### src/rtl/tinyalu_ng_pkg.sv
// Shared types and register map for the next-generation TinyALU.
// Covers the opcode and FSM enums, the register offsets and field positions, and a saturating counter helper.
package tinyalu_ng_pkg;

    typedef enum logic [2:0] {
        OP_NOP = 3'b000,
        OP_ADD = 3'b001,
        OP_AND = 3'b010,
        OP_XOR = 3'b011,
        OP_MUL = 3'b100,
        OP_SUB = 3'b101,
        OP_SHL = 3'b110,
        OP_CAT = 3'b111
    } op_e;

    typedef enum logic [1:0] {
        ST_IDLE  = 2'd0,
        ST_EXEC1 = 2'd1,
        ST_MULW  = 2'd2
    } state_e;

    localparam logic [31:0] REG_CMD    = 32'h0;
    localparam logic [31:0] REG_SRC    = 32'h4;
    localparam logic [31:0] REG_RESULT = 32'h8;
    localparam logic [31:0] REG_STATUS = 32'hC;

    localparam int CMD_START_BIT   = 8;
    localparam int CMD_BUSY_BIT    = 16;
    localparam int SRC_B_LSB       = 16;
    localparam int STATUS_DROP_LSB = 16;

    // Counters stick at all-ones rather than wrapping.
    function automatic logic [15:0] sat_add(input logic [15:0] cnt, input logic [1:0] inc);
        logic [16:0] sum;
        sum = {1'b0, cnt} + {15'b0, inc};
        return sum[16] ? 16'hFFFF : sum[15:0];
    endfunction

endpackage

### src/rtl/tinyalu_ng_mult_pipe.sv
// Fixed-latency unsigned multiplier: the product and its valid flag appear MUL_LAT cycles after in_valid.
// Only a shift register is used, so no stalls or backpressure are possible.
module alu_mult_pipe
    import tinyalu_ng_pkg::*;
#(
    parameter int DATA_W  = 8,
    parameter int MUL_LAT = 4
) (
    input  logic                clk,
    input  logic                reset_n,
    input  logic                in_valid,
    input  logic [DATA_W-1:0]   A,
    input  logic [DATA_W-1:0]   B,
    output logic                out_valid,
    output logic [2*DATA_W-1:0] product
);
    localparam int R_W = 2 * DATA_W;

    logic [MUL_LAT-1:0] valid_sr;
    logic [R_W-1:0]     prod_sr [MUL_LAT];

    always_ff @(posedge clk) begin
        if (!reset_n) begin
            valid_sr <= '0;
            // NOTE: the data stages are cleared too; a flushed pipe must not leak a stale product onto result.
            for (int i = 0; i < MUL_LAT; i++) prod_sr[i] <= '0;
        end else begin
            valid_sr   <= {valid_sr[MUL_LAT-2:0], in_valid};
            prod_sr[0] <= R_W'(A) * R_W'(B);
            for (int i = 1; i < MUL_LAT; i++) prod_sr[i] <= prod_sr[i-1];
        end
    end

    assign out_valid = valid_sr[MUL_LAT-1];
    assign product   = prod_sr[MUL_LAT-1];

endmodule

### src/rtl/tinyalu_ng.sv
// TinyALU-NG top level: accepts starts from hardware or the register bus, runs a one-cycle ALU or the multiply pipe,
// and exposes results and saturating done/drop counters through the register bus.
module tinyalu_ng
    import tinyalu_ng_pkg::*;
#(
    parameter int          DATA_W      = 8,
    parameter int          MUL_LAT     = 4,
    parameter logic [31:0] ADDR_OFFSET = 32'h0
) (
    input  logic                clk,
    input  logic                reset_n,
    input  logic [DATA_W-1:0]   A,
    input  logic [DATA_W-1:0]   B,
    input  logic [2:0]          op,
    input  logic                start,
    output logic                busy,
    output logic                done,
    output logic [2*DATA_W-1:0] result,
    input  logic                valid,
    input  logic                read,
    input  logic [31:0]         addr,
    input  logic [31:0]         wdata,
    input  logic [3:0]          wmask,
    output logic [31:0]         rdata
);
    localparam int                R_W        = 2 * DATA_W;
    localparam int                SH_W       = $clog2(DATA_W) + 1;
    localparam int                CNT_W      = $clog2(MUL_LAT);
    localparam logic [CNT_W-1:0]  CNT_LAST   = CNT_W'(MUL_LAT - 1);
    localparam logic [31:0]       SRC_FIELDS = 32'({DATA_W{1'b1}}) | (32'({DATA_W{1'b1}}) << SRC_B_LSB);

    state_e              state_q, state_d;
    logic [CNT_W-1:0]    cnt_q, cnt_d;
    logic [DATA_W-1:0]   a_q, b_q;
    op_e                 op_q;
    logic [R_W-1:0]      result_q, alu_res, done_val;
    logic [2:0]          op_reg_q;
    logic [31:0]         src_q;
    logic [15:0]         done_cnt, drop_cnt;

    // Register bus decode
    logic [31:0] rel, bmask, src_new;
    logic        bus_wr, hit_cmd, hit_src, hit_result, hit_status;
    logic [2:0]  op_reg_new;

    assign rel        = addr - ADDR_OFFSET;
    assign hit_cmd    = (rel == REG_CMD);
    assign hit_src    = (rel == REG_SRC);
    assign hit_result = (rel == REG_RESULT);
    assign hit_status = (rel == REG_STATUS);
    assign bus_wr     = valid && !read;
    assign bmask      = {{8{wmask[3]}}, {8{wmask[2]}}, {8{wmask[1]}}, {8{wmask[0]}}};
    assign src_new    = ((src_q & ~bmask) | (wdata & bmask)) & SRC_FIELDS;
    assign op_reg_new = wmask[0] ? wdata[2:0] : op_reg_q;

    // Accept arbitration: a hardware start always beats a bus start in the same cycle.
    logic              bus_start, can_accept, hw_take, bus_take, launch, mul_launch;
    op_e               sel_op;
    logic [DATA_W-1:0] sel_a, sel_b;
    logic [1:0]        drop_inc;

    assign bus_start  = bus_wr && hit_cmd && wmask[1] && wdata[CMD_START_BIT];
    assign can_accept = !busy || done;
    assign hw_take    = start && can_accept;
    assign bus_take   = bus_start && !start && can_accept;
    assign sel_op     = hw_take ? op_e'(op) : op_e'(op_reg_new);
    assign sel_a      = hw_take ? A : src_q[DATA_W-1:0];
    assign sel_b      = hw_take ? B : src_q[SRC_B_LSB +: DATA_W];
    assign launch     = (hw_take || bus_take) && (sel_op != OP_NOP);
    assign mul_launch = launch && (sel_op == OP_MUL);
    assign drop_inc   = {1'b0, start && !can_accept} + {1'b0, bus_start && !bus_take};

    logic           mul_valid;
    logic [R_W-1:0] mul_product;

    alu_mult_pipe #(.DATA_W(DATA_W), .MUL_LAT(MUL_LAT)) u_mult (
        .clk       (clk),
        .reset_n   (reset_n),
        .in_valid  (mul_launch),
        .A         (sel_a),
        .B         (sel_b),
        .out_valid (mul_valid),
        .product   (mul_product)
    );

    always_comb begin
        // NOTE: every output of this block gets a default first, so no path can infer a latch.
        alu_res = '0;
        case (op_q)
            OP_ADD:  alu_res = R_W'(a_q) + R_W'(b_q);
            OP_AND:  alu_res = R_W'(a_q & b_q);
            OP_XOR:  alu_res = R_W'(a_q ^ b_q);
            OP_SUB:  alu_res = R_W'(a_q) - R_W'(b_q);
            OP_SHL:  alu_res = R_W'(a_q) << b_q[SH_W-1:0];
            OP_CAT:  alu_res = {a_q, b_q};
            default: alu_res = '0;
        endcase
    end

    always_comb begin
        state_d = state_q;
        cnt_d   = cnt_q;
        case (state_q)
            ST_EXEC1: state_d = ST_IDLE;
            ST_MULW: begin
                cnt_d = cnt_q + CNT_W'(1);
                if (cnt_q == CNT_LAST) state_d = ST_IDLE;
            end
            default: state_d = ST_IDLE;
        endcase
        if (launch) begin
            state_d = (sel_op == OP_MUL) ? ST_MULW : ST_EXEC1;
            cnt_d   = '0;
        end
    end

    assign busy     = (state_q != ST_IDLE);
    assign done     = (state_q == ST_EXEC1) || mul_valid;
    assign done_val = (state_q == ST_EXEC1) ? alu_res : mul_product;
    assign result   = done ? done_val : result_q;

    always_ff @(posedge clk) begin
        if (!reset_n) begin
            state_q  <= ST_IDLE;
            cnt_q    <= '0;
            a_q      <= '0;
            b_q      <= '0;
            op_q     <= OP_NOP;
            result_q <= '0;
            op_reg_q <= '0;
            src_q    <= '0;
            done_cnt <= '0;
            drop_cnt <= '0;
        end else begin
            state_q <= state_d;
            cnt_q   <= cnt_d;
            if (launch) begin
                a_q  <= sel_a;
                b_q  <= sel_b;
                op_q <= sel_op;
            end
            if (done) result_q <= done_val;
            if (bus_wr && hit_cmd) op_reg_q <= op_reg_new;
            if (bus_wr && hit_src) src_q <= src_new;
            // A STATUS clear wins over an increment landing in the same cycle.
            if (bus_wr && hit_status && (wmask != 4'b0)) begin
                done_cnt <= '0;
                drop_cnt <= '0;
            end else begin
                done_cnt <= sat_add(done_cnt, {1'b0, done});
                drop_cnt <= sat_add(drop_cnt, drop_inc);
            end
        end
    end

    always_ff @(posedge clk) begin
        if (!reset_n) begin
            rdata <= '0;
        end else if (valid && read) begin
            if (hit_cmd)         rdata <= (32'(op_reg_q) | (32'(busy) << CMD_BUSY_BIT));
            else if (hit_src)    rdata <= src_q;
            else if (hit_result) rdata <= 32'(result);
            else if (hit_status) rdata <= {drop_cnt, done_cnt};
            else                 rdata <= '0;
        end
    end

endmodule

### config.mk
export PLATFORM = sky130hd
export DESIGN_NAME = tinyalu_ng
export DESIGN_NICKNAME = d
export VERILOG_FILES = /design/src/rtl/tinyalu_ng_pkg.sv /design/src/rtl/tinyalu_ng_mult_pipe.sv /design/src/rtl/tinyalu_ng.sv
export SDC_FILE = /design/constraint.sdc
export NUM_CORES = 1
export LEC_CHECK = 0
export ABC_AREA = 0
export CAP_MARGIN = 0
export CORE_MARGIN = 3
export CORE_UTILIZATION = 50
export DETAILED_ROUTE_END_ITERATION = 8
export PLACE_DENSITY = 0.72
export SETUP_SLACK_MARGIN = 0.02
export SLEW_MARGIN = 20
export SYNTH_ARGS = -nofsm -noshare
export SYNTH_HDL_FRONTEND = slang
export SYNTH_SLANG_ARGS = --single-unit
### constraint.sdc
create_clock -name clk -period 16.31 [get_ports clk]
set_input_delay 4.893 -clock clk [delete_from_list [all_inputs] [get_ports clk]]
set_output_delay 4.893 -clock clk [all_outputs]
set_load 0.05 [all_outputs]
==> impl_results.rst <==
.. list-table::
   :header-rows: 1

   * - Metric
     - Value
   * - Clock net sink count
     - 190
   * - Final setup skew
     - 0.0149 ns
   * - H-tree depth
     - 4
   * - Leading register cell type out of synthesis
     - sky130_fd_sc_hd__dfxtp_1
   * - DR pass1 iterations
     - 5
   * - Post-synth EDFFs
     - 0
   * - Fmax achieved
     - 96.4 MHz
   * - Clock-pin transition on the worst setup and hold timing paths
     - 0.07 ns
   * - Register area
     - 0.00380 mm^2
   * - Time the final worst path needs with I/O delays and setup
     - 10.38 ns
   * - Highest ir drop seen on vdd
     - 0.0667 mV
   * - Footprint of the multi-input gates
     - 0.00702 mm^2
   * - Crit Path Class
     - in -> reg
   * - Combined area of all synthesized cells
     - 0.0114 mm^2
   * - Total Nets Final
     - 1570
   * - Number of violations of the max-capacitance limit
     - 0
   * - Count of inserted antenna diode cells
     - 0
   * - Worst slew slack as a fraction of its limit
     - 0.289
   * - Residual overflow from global routing
     - 0
   * - Final WL
     - 31800 um
   * - Arrival time worst endpoint
     - 10.74 ns
   * - Ratio of cells with drive above 1 in the final layout
     - 0.0767
   * - Pin count of the biggest net entering global routing
     - 83
   * - Total leakage power
     - 5.53 nW
   * - Height of the die
     - 157 um
   * - First-pass GRT wire length
     - 50800 um
   * - Sequential cell area fraction in the yosys report
     - 0.333
   * - Inserted Clock Buffers
     - 17
   * - Number of register bits inferred by synthesis
     - 190
   * - Number of placement rows
     - 54
   * - Gate Count Post-Synth
     - 1295
   * - Post-detailed-route count of antenna-violating nets
     - 0
   * - Worst slew pin tran
     - 1.04 ns
   * - Yosys Warn Count
     - 0
   * - Detailed-placement wirelength estimate
     - 23800 um
   * - First DRT Iteration DRCs
     - 729
   * - Vias in the first global route
     - 9250
   * - Crit. End Element
     - flop
   * - Number of failing hold endpoints at the final stage
     - 0
   * - Element type at the critical path start
     - input port
   * - Area growth from synthesis to final layout
     - 17.5%
   * - Number of unique standard cell types used by synthesis
     - 80
   * - IO Port Bufs
     - 126
   * - Vias after detailed routing
     - 9788
   * - Number of buffers inserted by post-CTS setup repair
     - 0
   * - Post-route fraction of the period consumed by the critical path
     - 0.636
   * - Mean area per synthesized cell
     - 8.81 um^2
   * - Wire length per cell
     - 19.0 um
   * - GRT Total Usage
     - 0.260
   * - Number of top-level design ports
     - 142
   * - Total power density per cell area
     - 83.1 mW/mm^2
   * - Unrepaired setup endpoints after global routing
     - false
   * - Leading cell types in the layout, fill and taps excluded
     - sky130_fd_sc_hd__dfxtp_1, sky130_fd_sc_hd__nor2_1, sky130_fd_sc_hd__clkdlybuf4s50_1, sky130_fd_sc_hd__a21oi_1, sky130_fd_sc_hd__nand2_1
   * - Clk Latency, worst-skew pair
     - 0.44 ns
   * - Antenna violations before repair
     - 0
   * - Initial core utilization
     - 0.516
   * - Maximum net fanout on the critical path
     - 21
   * - Max clock buf depth
     - 2
   * - Required time worst endpoint
     - 16.68 ns
   * - TritonCTS clock tree
     - done
   * - Die Wd
     - 157 um
   * - Hold bufs inserted after CTS
     - 0
   * - Routability congestion estimate from global placement
     - 0.951
   * - Fillcell total
     - 1950
   * - Root Buffer Master
     - sky130_fd_sc_hd__clkbuf_16
   * - Async set or reset register ratio after synthesis
     - 0
   * - Design Power
     - 1.11 mW
   * - Max Transition Viols Final
     - 0
   * - Core footprint
     - 0.0221 mm^2
   * - Result of the run
     - finished, final reports clean
   * - Total nets after synthesis
     - 1483
   * - Final setup viols
     - 0
   * - DR DRC count
     - 0
   * - Class of the tightest hold or removal check
     - reg -> reg
   * - Via density per instance
     - 5.84
   * - Post-Route Setup TNS
     - 0 ns
   * - Count of instances resized after the clock tree is built
     - 0
   * - Most common cell after layout, fill and taps aside
     - sky130_fd_sc_hd__dfxtp_1
   * - Floorplan die area
     - 0.0247 mm^2
[cells by family (layout without fill, tap and decap cells)]
group           count (synthesis)  in the layout  share of synthesized area
mux                            74             74                     0.0720
fa+ha+maj                      96             96                      0.131
flops                         190            190                      0.333
compound gates                285            285                      0.168
buf+inv                       147            247                     0.0519
xor+xnor                       33             33                     0.0253
simple gates                  470            470                      0.218
[per-stage QoR]
| step | hold WS (ns) | instance area, um^2 | utilization | instances | setup WS (ns) |
|---|---|---|---|---|---|
| floorplan | 0.412 | 11400 | - | 1295 | 6.64 |
| global placement | 0.414 | 12800 | 0.579 | 1643 | 5.55 |
| detailed placement | 0.417 | 12800 | 0.579 | 1643 | 5.49 |
| CTS | 0.435 | 13400 | 0.607 | 1675 | 5.94 |
| global route | 0.444 | 13400 | 0.607 | 1675 | 5.67 |
| finish | 0.433 | 13400 | 0.607 | 1675 | 5.93 |
[where the power goes]
part | leakage (nW) | internal, mW | switching (mW)
Combinational | 3.70 | 0.0779 | 0.117
Sequential | 1.54 | 0.477 | 0.0129
Clock | 0.290 | 0.232 | 0.197
Total | 5.53 | 0.787 | 0.326
[worst max-delay path: stages]
cell and delay, ns:
sky130_fd_sc_hd__clkdlybuf4s50_1 0.46, sky130_fd_sc_hd__nand2_1 0.08, sky130_fd_sc_hd__buf_4 0.35, sky130_fd_sc_hd__mux2i_1 0.90, sky130_fd_sc_hd__or2_2 0.26, sky130_fd_sc_hd__fa_1 0.45
sky130_fd_sc_hd__fa_1 0.57, sky130_fd_sc_hd__inv_1 0.06, sky130_fd_sc_hd__fa_1 0.54, sky130_fd_sc_hd__inv_1 0.06, sky130_fd_sc_hd__fa_1 0.53, sky130_fd_sc_hd__inv_1 0.04
sky130_fd_sc_hd__ha_1 0.33, sky130_fd_sc_hd__o21a_1 0.14, sky130_fd_sc_hd__o31ai_1 0.12, sky130_fd_sc_hd__a211oi_1 0.33, sky130_fd_sc_hd__nor3_1 0.12, sky130_fd_sc_hd__or3_1 0.35
sky130_fd_sc_hd__a21oi_1 0.14
[final cells by class]
type	count	share of cell area
clock inverters	14	0.0130
multi-input cells	958	0.524
flip-flops and latches	190	0.284
inverters	79	0.0221
repair buffers	136	0.0993
clock buffers	18	0.0320
well taps	280	0.0261
[worst paths after layout]
check | from | end | slack, ns | cells past startpoint
worst max-delay path | start | u_mult.prod_sr[0][15] | 5.93 | 19
worst min-delay path | u_mult.prod_sr[0][28] | u_mult.prod_sr[0][44] | 0.43 | 1
worst max register to register | u_mult.valid_sr[3] | u_mult.prod_sr[0][15] | 10.14 | 19
worst min register to register | u_mult.prod_sr[0][28] | u_mult.prod_sr[0][44] | 0.43 | 1
[Yosys cell counts, types with 5 or more instances]
library cell	count	area (um^2)
sky130_fd_sc_hd__a31oi_1	12	75.1
sky130_fd_sc_hd__clkbuf_1	47	176
sky130_fd_sc_hd__o21ai_0	35	175
sky130_fd_sc_hd__mux4_2	5	113
sky130_fd_sc_hd__o211ai_1	13	97.6
sky130_fd_sc_hd__xor2_1	21	184
sky130_fd_sc_hd__ha_1	57	713
sky130_fd_sc_hd__nand3_1	34	170
sky130_fd_sc_hd__nand4_1	5	31.3
sky130_fd_sc_hd__a21oi_1	94	470
sky130_fd_sc_hd__mux2i_1	54	541
sky130_fd_sc_hd__a22oi_1	11	82.6
sky130_fd_sc_hd__o31ai_1	5	37.5
sky130_fd_sc_hd__o21a_1	21	158
sky130_fd_sc_hd__fa_1	39	781
sky130_fd_sc_hd__nand2_1	84	315
sky130_fd_sc_hd__inv_1	79	297
sky130_fd_sc_hd__or3_1	6	37.5
sky130_fd_sc_hd__nor4_2	9	113
sky130_fd_sc_hd__a211oi_1	13	97.6
sky130_fd_sc_hd__and2_1	66	413
sky130_fd_sc_hd__nor3b_1	5	37.5
sky130_fd_sc_hd__dfxtp_1	190	3800
sky130_fd_sc_hd__or2_0	11	68.8
sky130_fd_sc_hd__a22o_1	6	52.6
sky130_fd_sc_hd__mux2_2	15	169
sky130_fd_sc_hd__or2_2	16	100
sky130_fd_sc_hd__nor3_1	22	110
sky130_fd_sc_hd__nor2_1	135	507
sky130_fd_sc_hd__nor2b_1	15	93.8
sky130_fd_sc_hd__o2bb2ai_1	9	78.8
sky130_fd_sc_hd__o22ai_1	6	37.5
sky130_fd_sc_hd__a221oi_1	6	52.6
sky130_fd_sc_hd__xnor2_1	12	105
sky130_fd_sc_hd__nand2b_1	16	100
sky130_fd_sc_hd__and3_1	22	138
sky130_fd_sc_hd__buf_2	13	65.1
sky130_fd_sc_hd__a21o_1	9	67.6
[routing by layer]
metal	vias up	GRT usage	routed length, um
met1	4629	0.360	14100
met3	72	0.0514	2090
met5	-	0	0
li1	4707	-	-
met2	380	0.407	14800
met4	0	0.0901	893
[flip-flops by register name, summed over array words and instances, names as in the netlist, named ones only]
signal,flops
b_q,8
u_mult.valid_sr,4
state_q,2
result_q,16
done_cnt,16
a_q,8
cnt_q,2
op_reg_q,3
drop_cnt,16
rdata,32
op_q,3
u_mult.prod_sr,64
Note: power is estimated with default switching activity, not from simulation.
